===== src/rtl/dcache_data_responder.sv =====
// Data-side responder for the pipeline's M1 data-request interface.
// Serves one load/store at a time over split read/write channels and keeps a one-entry posted write buffer.
module dcache_data_responder #(
    parameter bit WBUF_EN = 1'b1
) (
    input  logic        clk,
    input  logic        resetn,
    // pipeline side
    input  logic        data_valid,
    input  logic        data_op,
    input  logic [19:0] data_tag,
    input  logic [7:0]  data_index,
    input  logic [3:0]  data_offset,
    input  logic [3:0]  data_wstrb,
    input  logic [31:0] data_wdata,
    input  logic        isUncache,
    output logic        data_addr_ok,
    output logic        data_data_ok,
    output logic [31:0] data_rdata,
    // read channel
    output logic        rd_req,
    output logic [31:0] rd_addr,
    input  logic        rd_rdy,
    input  logic        ret_valid,
    input  logic [31:0] ret_data,
    // write channel
    output logic        wr_req,
    output logic [31:0] wr_addr,
    output logic [3:0]  wr_strb,
    output logic [31:0] wr_data,
    input  logic        wr_rdy,
    input  logic        wr_bvalid
);

    typedef enum logic [2:0] {
        S_IDLE,
        S_WB_DRAIN,
        S_RD_REQ,
        S_RD_WAIT,
        S_RESP
    } state_e;

    typedef enum logic [1:0] {
        W_IDLE,
        W_REQ,
        W_WAIT
    } wstate_e;

    state_e      state_q, state_d;
    wstate_e     wstate_q, wstate_d;

    logic        req_op_q, req_op_d;
    logic        req_unc_q, req_unc_d;
    logic        req_buffered_q, req_buffered_d;
    logic [31:0] req_addr_q, req_addr_d;
    logic [3:0]  req_wstrb_q, req_wstrb_d;
    logic [31:0] req_wdata_q, req_wdata_d;

    logic        wbuf_valid_q, wbuf_valid_d;
    logic [31:0] wbuf_addr_q, wbuf_addr_d;
    logic [3:0]  wbuf_strb_q, wbuf_strb_d;
    logic [31:0] wbuf_data_q, wbuf_data_d;

    logic [31:0] rdata_q, rdata_d;

    logic        accept;
    logic [31:0] in_addr;
    logic        wbuf_load;
    logic        wbuf_clear;

    // Byte offset within the word is the initiator's concern; only the word address is kept.
    logic        unused_offset_lo;
    assign unused_offset_lo = ^data_offset[1:0];

    assign in_addr = {data_tag, data_index, data_offset[3:2], 2'b00};
    assign accept  = data_valid && (state_q == S_IDLE);

    // Main request FSM
    always_comb begin
        state_d        = state_q;
        req_op_d       = req_op_q;
        req_unc_d      = req_unc_q;
        req_buffered_d = req_buffered_q;
        req_addr_d     = req_addr_q;
        req_wstrb_d    = req_wstrb_q;
        req_wdata_d    = req_wdata_q;
        rdata_d        = rdata_q;
        wbuf_load      = 1'b0;
        wbuf_addr_d    = wbuf_addr_q;
        wbuf_strb_d    = wbuf_strb_q;
        wbuf_data_d    = wbuf_data_q;

        case (state_q)
            S_IDLE: begin
                if (accept) begin
                    req_op_d       = data_op;
                    req_unc_d      = isUncache;
                    req_addr_d     = in_addr;
                    req_wstrb_d    = data_wstrb;
                    req_wdata_d    = data_wdata;
                    req_buffered_d = 1'b0;
                    if (wbuf_valid_q) begin
                        state_d = S_WB_DRAIN;
                    end else if (!data_op) begin
                        state_d = S_RD_REQ;
                    end else begin
                        wbuf_load      = 1'b1;
                        wbuf_addr_d    = in_addr;
                        wbuf_strb_d    = data_wstrb;
                        wbuf_data_d    = data_wdata;
                        req_buffered_d = 1'b1;
                        state_d        = (WBUF_EN && !isUncache) ? S_RESP : S_WB_DRAIN;
                    end
                end
            end
            S_WB_DRAIN: begin
                if (!wbuf_valid_q) begin
                    if (!req_op_q) begin
                        state_d = S_RD_REQ;
                    end else if (!req_buffered_q) begin
                        wbuf_load      = 1'b1;
                        wbuf_addr_d    = req_addr_q;
                        wbuf_strb_d    = req_wstrb_q;
                        wbuf_data_d    = req_wdata_q;
                        req_buffered_d = 1'b1;
                        state_d        = (WBUF_EN && !req_unc_q) ? S_RESP : S_WB_DRAIN;
                    end else begin
                        // Uncached or unbuffered store whose write has now completed
                        state_d = S_RESP;
                    end
                end
            end
            S_RD_REQ: begin
                if (rd_rdy) begin
                    state_d = S_RD_WAIT;
                end
            end
            S_RD_WAIT: begin
                if (ret_valid) begin
                    rdata_d = ret_data;
                    state_d = S_RESP;
                end
            end
            S_RESP: begin
                state_d = S_IDLE;
            end
            default: begin
                state_d = S_IDLE;
            end
        endcase
    end

    // Write-buffer drain FSM, independent of the main FSM
    always_comb begin
        wstate_d   = wstate_q;
        wbuf_clear = 1'b0;
        case (wstate_q)
            W_IDLE: begin
                if (wbuf_valid_q) begin
                    wstate_d = W_REQ;
                end
            end
            W_REQ: begin
                if (wr_rdy) begin
                    wstate_d = W_WAIT;
                end
            end
            W_WAIT: begin
                if (wr_bvalid) begin
                    wbuf_clear = 1'b1;
                    wstate_d   = W_IDLE;
                end
            end
            default: begin
                wstate_d = W_IDLE;
            end
        endcase
    end

    // Load only happens while empty and clear only while full, so they never collide.
    always_comb begin
        wbuf_valid_d = wbuf_valid_q;
        if (wbuf_load) begin
            wbuf_valid_d = 1'b1;
        end else if (wbuf_clear) begin
            wbuf_valid_d = 1'b0;
        end
    end

    always_ff @(posedge clk or negedge resetn) begin
        if (!resetn) begin
            state_q        <= S_IDLE;
            wstate_q       <= W_IDLE;
            req_op_q       <= 1'b0;
            req_unc_q      <= 1'b0;
            req_buffered_q <= 1'b0;
            req_addr_q     <= '0;
            req_wstrb_q    <= '0;
            req_wdata_q    <= '0;
            wbuf_valid_q   <= 1'b0;
            wbuf_addr_q    <= '0;
            wbuf_strb_q    <= '0;
            wbuf_data_q    <= '0;
            rdata_q        <= '0;
        end else begin
            state_q        <= state_d;
            wstate_q       <= wstate_d;
            req_op_q       <= req_op_d;
            req_unc_q      <= req_unc_d;
            req_buffered_q <= req_buffered_d;
            req_addr_q     <= req_addr_d;
            req_wstrb_q    <= req_wstrb_d;
            req_wdata_q    <= req_wdata_d;
            wbuf_valid_q   <= wbuf_valid_d;
            wbuf_addr_q    <= wbuf_addr_d;
            wbuf_strb_q    <= wbuf_strb_d;
            wbuf_data_q    <= wbuf_data_d;
            rdata_q        <= rdata_d;
        end
    end

    // addr_ok depends only on registered state, so the initiator may gate data_valid with it.
    assign data_addr_ok = (state_q == S_IDLE);
    assign data_data_ok = (state_q == S_RESP);
    assign data_rdata   = rdata_q;

    assign rd_req  = (state_q == S_RD_REQ);
    assign rd_addr = rd_req ? req_addr_q : '0;

    assign wr_req  = (wstate_q == W_REQ);
    assign wr_addr = wr_req ? wbuf_addr_q : '0;
    assign wr_strb = wr_req ? wbuf_strb_q : '0;
    assign wr_data = wr_req ? wbuf_data_q : '0;

endmodule


===== config.mk =====
export PLATFORM = sky130hd
export DESIGN_NAME = dcache_data_responder
export DESIGN_NICKNAME = d
export VERILOG_FILES = /design/src/rtl/dcache_data_responder.sv
export SDC_FILE = /design/constraint.sdc
export NUM_CORES = 1
export LEC_CHECK = 0
export ABC_AREA = 0
export CAP_MARGIN = 10
export CORE_MARGIN = 2
export CORE_UTILIZATION = 25
export CTS_BUF_LIST = sky130_fd_sc_hd__clkbuf_8
export CTS_CLUSTER_SIZE = 20
export DETAILED_ROUTE_END_ITERATION = 10
export PLACE_DENSITY = 0.47
export SETUP_SLACK_MARGIN = 0.05
export SLEW_MARGIN = 0
export SYNTH_ARGS = -nofsm -noshare
export SYNTH_HDL_FRONTEND = slang
export SYNTH_SLANG_ARGS = --single-unit

===== constraint.sdc =====
create_clock -name clk -period 2.3 [get_ports clk]
set_clock_uncertainty 0.15 [all_clocks]
set_input_delay 0.46 -clock clk [delete_from_list [all_inputs] [get_ports clk]]
set_output_delay 0.46 -clock clk [all_outputs]
set_load 0.03 [all_outputs]

# [Word level (Yosys, flattened, before mapping)]
# Index checks and enable logic that the tools add are counted.
# Widths: inputs -> output; s select.
[classes] eq_ne=17 n_mux=55 n_reduce_logical=11
[op_table] operator="$mux 32" count=15
[op_table] operator="$pmux 32 s2" count=2
[op_table] operator="$mux 3" count=10
[op_table] operator="$mux 4" count=7
[op_table] operator="$ne 2x2->1 const B" count=8
[op_table] operator="$mux 1" count=13
[op_table] operator="$pmux 3 s4" count=1
[op_table] operator="$pmux 4 s2" count=1
[op_table] operator="$reduce_and 4->1" count=2
[op_table] operator="$reduce_and 7->1" count=1
[op_table] operator="$eq 3x2->1 const B" count=2
[op_table] operator="$mux 2" count=3
[op_table] operator="$ne 2x1->1 const B" count=3
[op_table] operator="$pmux 2 s3" count=1
[op_table] operator="$pmux 1 s2" count=2
[op_table] operator="$reduce_and 2->1" count=2
[op_table] operator="$reduce_bool 2->1" count=2
[op_table] operator="$eq 3x1->1 const B" count=1
[op_table] operator="$eq 3x3->1 const B" count=1
[op_table] operator="$logic_not 3->1" count=1
[op_table] operator="$reduce_and 3->1" count=1
[op_table] operator="$eq 2x1->1 const B" count=1
[op_table] operator="$eq 2x2->1 const B" count=1
[op_table] operator="$logic_not 2->1" count=1
[op_table] operator="$logic_and 1x1->1" count=1
[word_totals] elab_cells=96 output_inout_bits=136 inputBits=109 reg_bits=175

# [Longest topological paths before layout]
[depth] ltp_word=5 depth_mapped=7 mapped_depth_nobuf=4

# [Least setup slack after synthesis]
# OpenSTA, ideal clock, no wires.
[synth_path] kind="reg-to-reg" startpoint="reg state_q[1]" endpoint="reg req_addr_q[11]" path_buffers=3 setup_ns=0.128 synth_period_minus_slack_ns=2.400 path_stages_with_launch=7 arrival_ns=2.122 t_required_ns=2.022 slack_ns=-0.100 path_cell_list="dfrtp_1 > nor3_1 > and2_1 > buf_2 > buf_4 > buf_4 > mux2_1"
[synth_via] elab_chain_cells=3
[synth_lines] element="from (decl)" line_no="49" rtl="state_e state_q, state_d;"
[synth_lines] element="from (signal assigned)" line_no="206" rtl="state_q <= state_d;"
[synth_lines] element="$logic_not 3->1 *"
[synth_lines] element="via data_addr_ok" line_no="17" rtl="output logic data_addr_ok,"
[synth_lines] element="$logic_and 1x1->1" line_no="76" rtl="assign accept = data_valid && (state_q == S_IDLE);"
[synth_lines] element="$reduce_and 2->1 (no source line) *"
[synth_lines] element="to (signal assigned)" line_no="211" rtl="req_addr_q <= req_addr_d;"
[synth_lines] element="to (decl)" line_no="55" rtl="logic [31:0] req_addr_q, req_addr_d;"
# The timed path passes the listed nets; every way through them passes the cells marked *.
# A chain may end at the register's enable or synchronous reset.

# [Final worst setup path]
[layout_path] startpoint="reg wstate_q[1]" endpoint="out wr_data[1]"
[layout_via] elab_chain_cells=2
[layout_lines] element="from (decl)" line_no="50" rtl="wstate_e wstate_q, wstate_d;"
[layout_lines] element="from (signal assigned)" line_no="207" rtl="wstate_q <= wstate_d;"
[layout_lines] element="$eq 2x1->1" line_no="230" rtl="assign wr_req = (wstate_q == W_REQ);"
[layout_lines] element="$mux 32" line_no="233" rtl="assign wr_data = wr_req ? wbuf_data_q : '0;"
[layout_lines] element="to (decl)" line_no="30" rtl="output logic [31:0] wr_data,"
# No other way between the ends.

==> impl_results.md <==
* Outcome: finished, violations left
* Failing checks: setup timing
* DRT iter0 DRCs at 132
* Final wirelength at 24.4 mm
* DIE WIDTH at 185 um
* DRT Pass-1 Iters at 3
* Synth Area in XOR/XNOR at 0%
* Maximum number of pins on one net before global-route repair at 49
* Synth Area in Compound Gates at 1.39%
* Post-route worst setup slack at -0.0137 ns
* Clock buffer count from CTS at 17
* Clk_lat worst skew at 0.48 ns
* Via count at 5,560
* #FFs+latches synth at 173
* Post-synthesis simple-gate area fraction at 9.26%
* Layout Nets at 966
* Avg WL per Cell at 18.6 um
* DRT antenna net count at 0
* Clock sink count at 173
* Routability Congestion at 0.717
* DR vias/cell at 4.23
* Peak VDD IR at 580 uV
* Period utilisation layout at 101%
* Setup TNS Final at -0.0535 ns
* Most used routing layer in global routing: met2
* Tot Pwr at 18.9 mW
* Critical path arrival at 1.70 ns
* Fmax at 432 MHz
* Post-synth cell types at 35
* Post-Syn Area at 8190 um^2
* First-pass GRT wire length at 36.5 mm
* HP Class: input pin to asynchronous set/reset pin
* Remaining design rule violation count at 0
* Die height at 185 um
* Crit end category: output port
* # Max-Cap Violations at 0
* Final min period at 2.31 ns
* M3 GR Usage at 6.33%
* Core area at 32,400 um^2
* Commonest non-fill, non-tap cell in the layout: dfrtp_1
* P per Cell Area at 1520 nW/um^2
* Leakage power at 5.44 nW
* Aggregate global routing overflow at 0
* Crit-path slowest cell: dfrtp_1
* IO Pins at 245
* Area grow syn2layout at 51.6%
* Die footprint at 34,200 um^2
* Initial core utilization at 25.3%
* Met2 GRT Util at 22.3%
* Post-synthesis mux area share at 33.2%
* Yosys warnings at 0
* Setup Viol. Count Final at 6
* Vias in the first global route at 5,989
* CP Class: flop to output port
* Crit start category: flop
* RSZ-0062 raised after global routing: true
* Met1 Resource Use GR at 18.6%
* Slew Viols, Final at 0
* CTS tree: done
* Hold Slack at 0.330 ns
* Largest family of logic cells by synthesized area: multiplexers
* Rows at 66
* # port buffers at 238
* Adder-Cell Fraction of Synth Area at 0%
* Sequential-to-total area share from yosys stat at 52.9%
* Fin. Hold Viols at 0
* Total GRT Usage at 14.4%
* Initial antenna violation count at 4
* H-Tree Depth at 4
* Mean Syn Cell Area at 13.8 um^2
* Slowest stage delay, CP at 0.42 ns
* Dpl hpwl at 14.8 mm
* Cells after synthesis at 592
* Filler cell count in the final layout at 3,191
* Share of layout cells above drive strength 1 at 45.7%
* Worst EP required at 1.69 ns
* Bufs on Longest Clock Path at 2
* Worst path cell trace: nor2b_4 > buf_12 > clkbuf_16 > and2_4 > buf_6
* Most frequent cells in the layout: dfrtp_1, clkdlybuf4s50_1, mux2_1
* Clk slew on worst S/H paths at 0.10 ns
* Root Buffer: clkbuf_8
* Crit path max fanout at 8
worst max-delay path, delay by kind of cell (launching register included):
| kind | cells | cell delay, ns |
|---|---|---|
| buf+inv | 3 | 0.49 |
| flops | 1 | 0.42 |
| simple gates | 2 | 0.31 |
cell usage after synthesis (all sizes together):
library cell	instances	share of area, %
o21ai	4	0.24
dfrtp	173	53
a211o	1	0.11
o21a	1	0.092
a211oi	1	0.092
nor2b	2	0.15
and2	97	7.4
nor3	2	0.18
inv	2	0.092
and2b	1	0.092
a21o	2	0.18
a22oi	1	0.092
nand4	1	0.15
or2	1	0.076
a21boi	1	0.092
o22ai	1	0.076
nor2	7	0.35
mux2	232	33
nor4	1	0.076
clkbuf	11	0.50
nor3b	2	0.18
a41oi	1	0.11
a21oi	5	0.31
nand2b	4	0.31
conb	1	0.046
nand2	6	0.27
buf	31	2.6
metal layers:
layer,share of wire (%),up-vias,wire (um)
li1,-,2581,-
met1,45,2785,11000
met2,45,181,10900
met3,9.4,9,2290
met4,0.59,4,143
met5,0.11,-,27
worst paths after layout:
| check | start | to | slack [ns] | cells past startpoint |
|---|---|---|---|---|
| min in group clk | req_wdata_q[30]$_DFFE_PN0P_ | req_wdata_q[30]$_DFFE_PN0P_ | 0.34 | 1 |
| max | wstate_q[1]$_DFFE_PN0P_ | wr_data[1] | -0.01 | 5 |
| min reg2reg | req_wdata_q[30]$_DFFE_PN0P_ | req_wdata_q[30]$_DFFE_PN0P_ | 0.34 | 1 |
| max reg2reg | state_q[1]$_DFFE_PN0P_ | wbuf_addr_q[15]$_DFFE_PN0P_ | 0.17 | 5 |
| min | resetn | data_rdata[13]$_DFFE_PN0P_ | 0.33 | 2 |
| max in group asynchronous | resetn | data_rdata[7]$_DFFE_PN0P_ | 1.02 | 3 |
state kept, by name, summed over array words and instances (netlist names):
name,cells
wbuf_data_q,32
req_wstrb_q,4
state_q,3
req_op_q,1
wbuf_valid_q,1
wstate_q,2
req_unc_q,1
req_wdata_q,32
req_addr_q,30
data_rdata,32
wbuf_addr_q,30
req_buffered_q,1
wbuf_strb_q,4
metrics by stage:
step | utilization, % | cell area (um^2) | cells | setup WS, ns
finish | 38.4 | 12400 | 1315 | -0.0137
global route | 38.3 | 12400 | 1312 | -0.123
CTS | 37.8 | 12200 | 1307 | -0.0625
detailed placement | 34.1 | 11000 | 1258 | -0.0599
global placement | 34.1 | 11000 | 1258 | -0.0403
floorplan | - | 8210 | 595 | 0.121
final cells by class:
| type | instances | area, um^2 | area share (%) |
|---|---|---|---|
| Multi-Input combinational cell | 378 | 3880 | 31.3 |
| Tap cell | 442 | 553 | 4.45 |
| Clock inverter | 12 | 88.8 | 0.715 |
| Clock buffer | 20 | 275 | 2.22 |
| Sequential cell | 173 | 4330 | 34.9 |
| Timing Repair Buffer | 285 | 3270 | 26.3 |
| Antenna cell | 3 | 7.51 | 0.0605 |
| Inverter | 2 | 7.51 | 0.0605 |
power by group:
part / switching [mW] / internal (mW) / leakage, nW
clock network: 1.23 / 0.840 / 0.183
logic: 5.38 / 6.01 / 3.19
registers: 0.857 / 4.60 / 2.07
total: 7.46 / 11.5 / 5.44
timing repair:
| item | in CTS | in global routing |
|---|---|---|
| pin swaps | 45 | 14 |
| setup buffers | 11 | 4 |
| hold buffers | 1 | 0 |
| hold endpoints to repair | 36 | 0 |
| gates cloned | 8 | 2 |
| gates resized for setup | 171 | 37 |
| endpoints found under the setup margin | 99 | 100 |
logic make-up (layout without fill, tap and decap cells):
family | Yosys count | in the layout
multiplexers | 232 | 232
flip-flops | 173 | 173
AND/OR/NAND/NOR | 124 | 124
buffers and inverters | 44 | 319
AO/OA/AOI/OAI | 18 | 18
other | 1 | 7
Power figures use the tool's default switching activity.
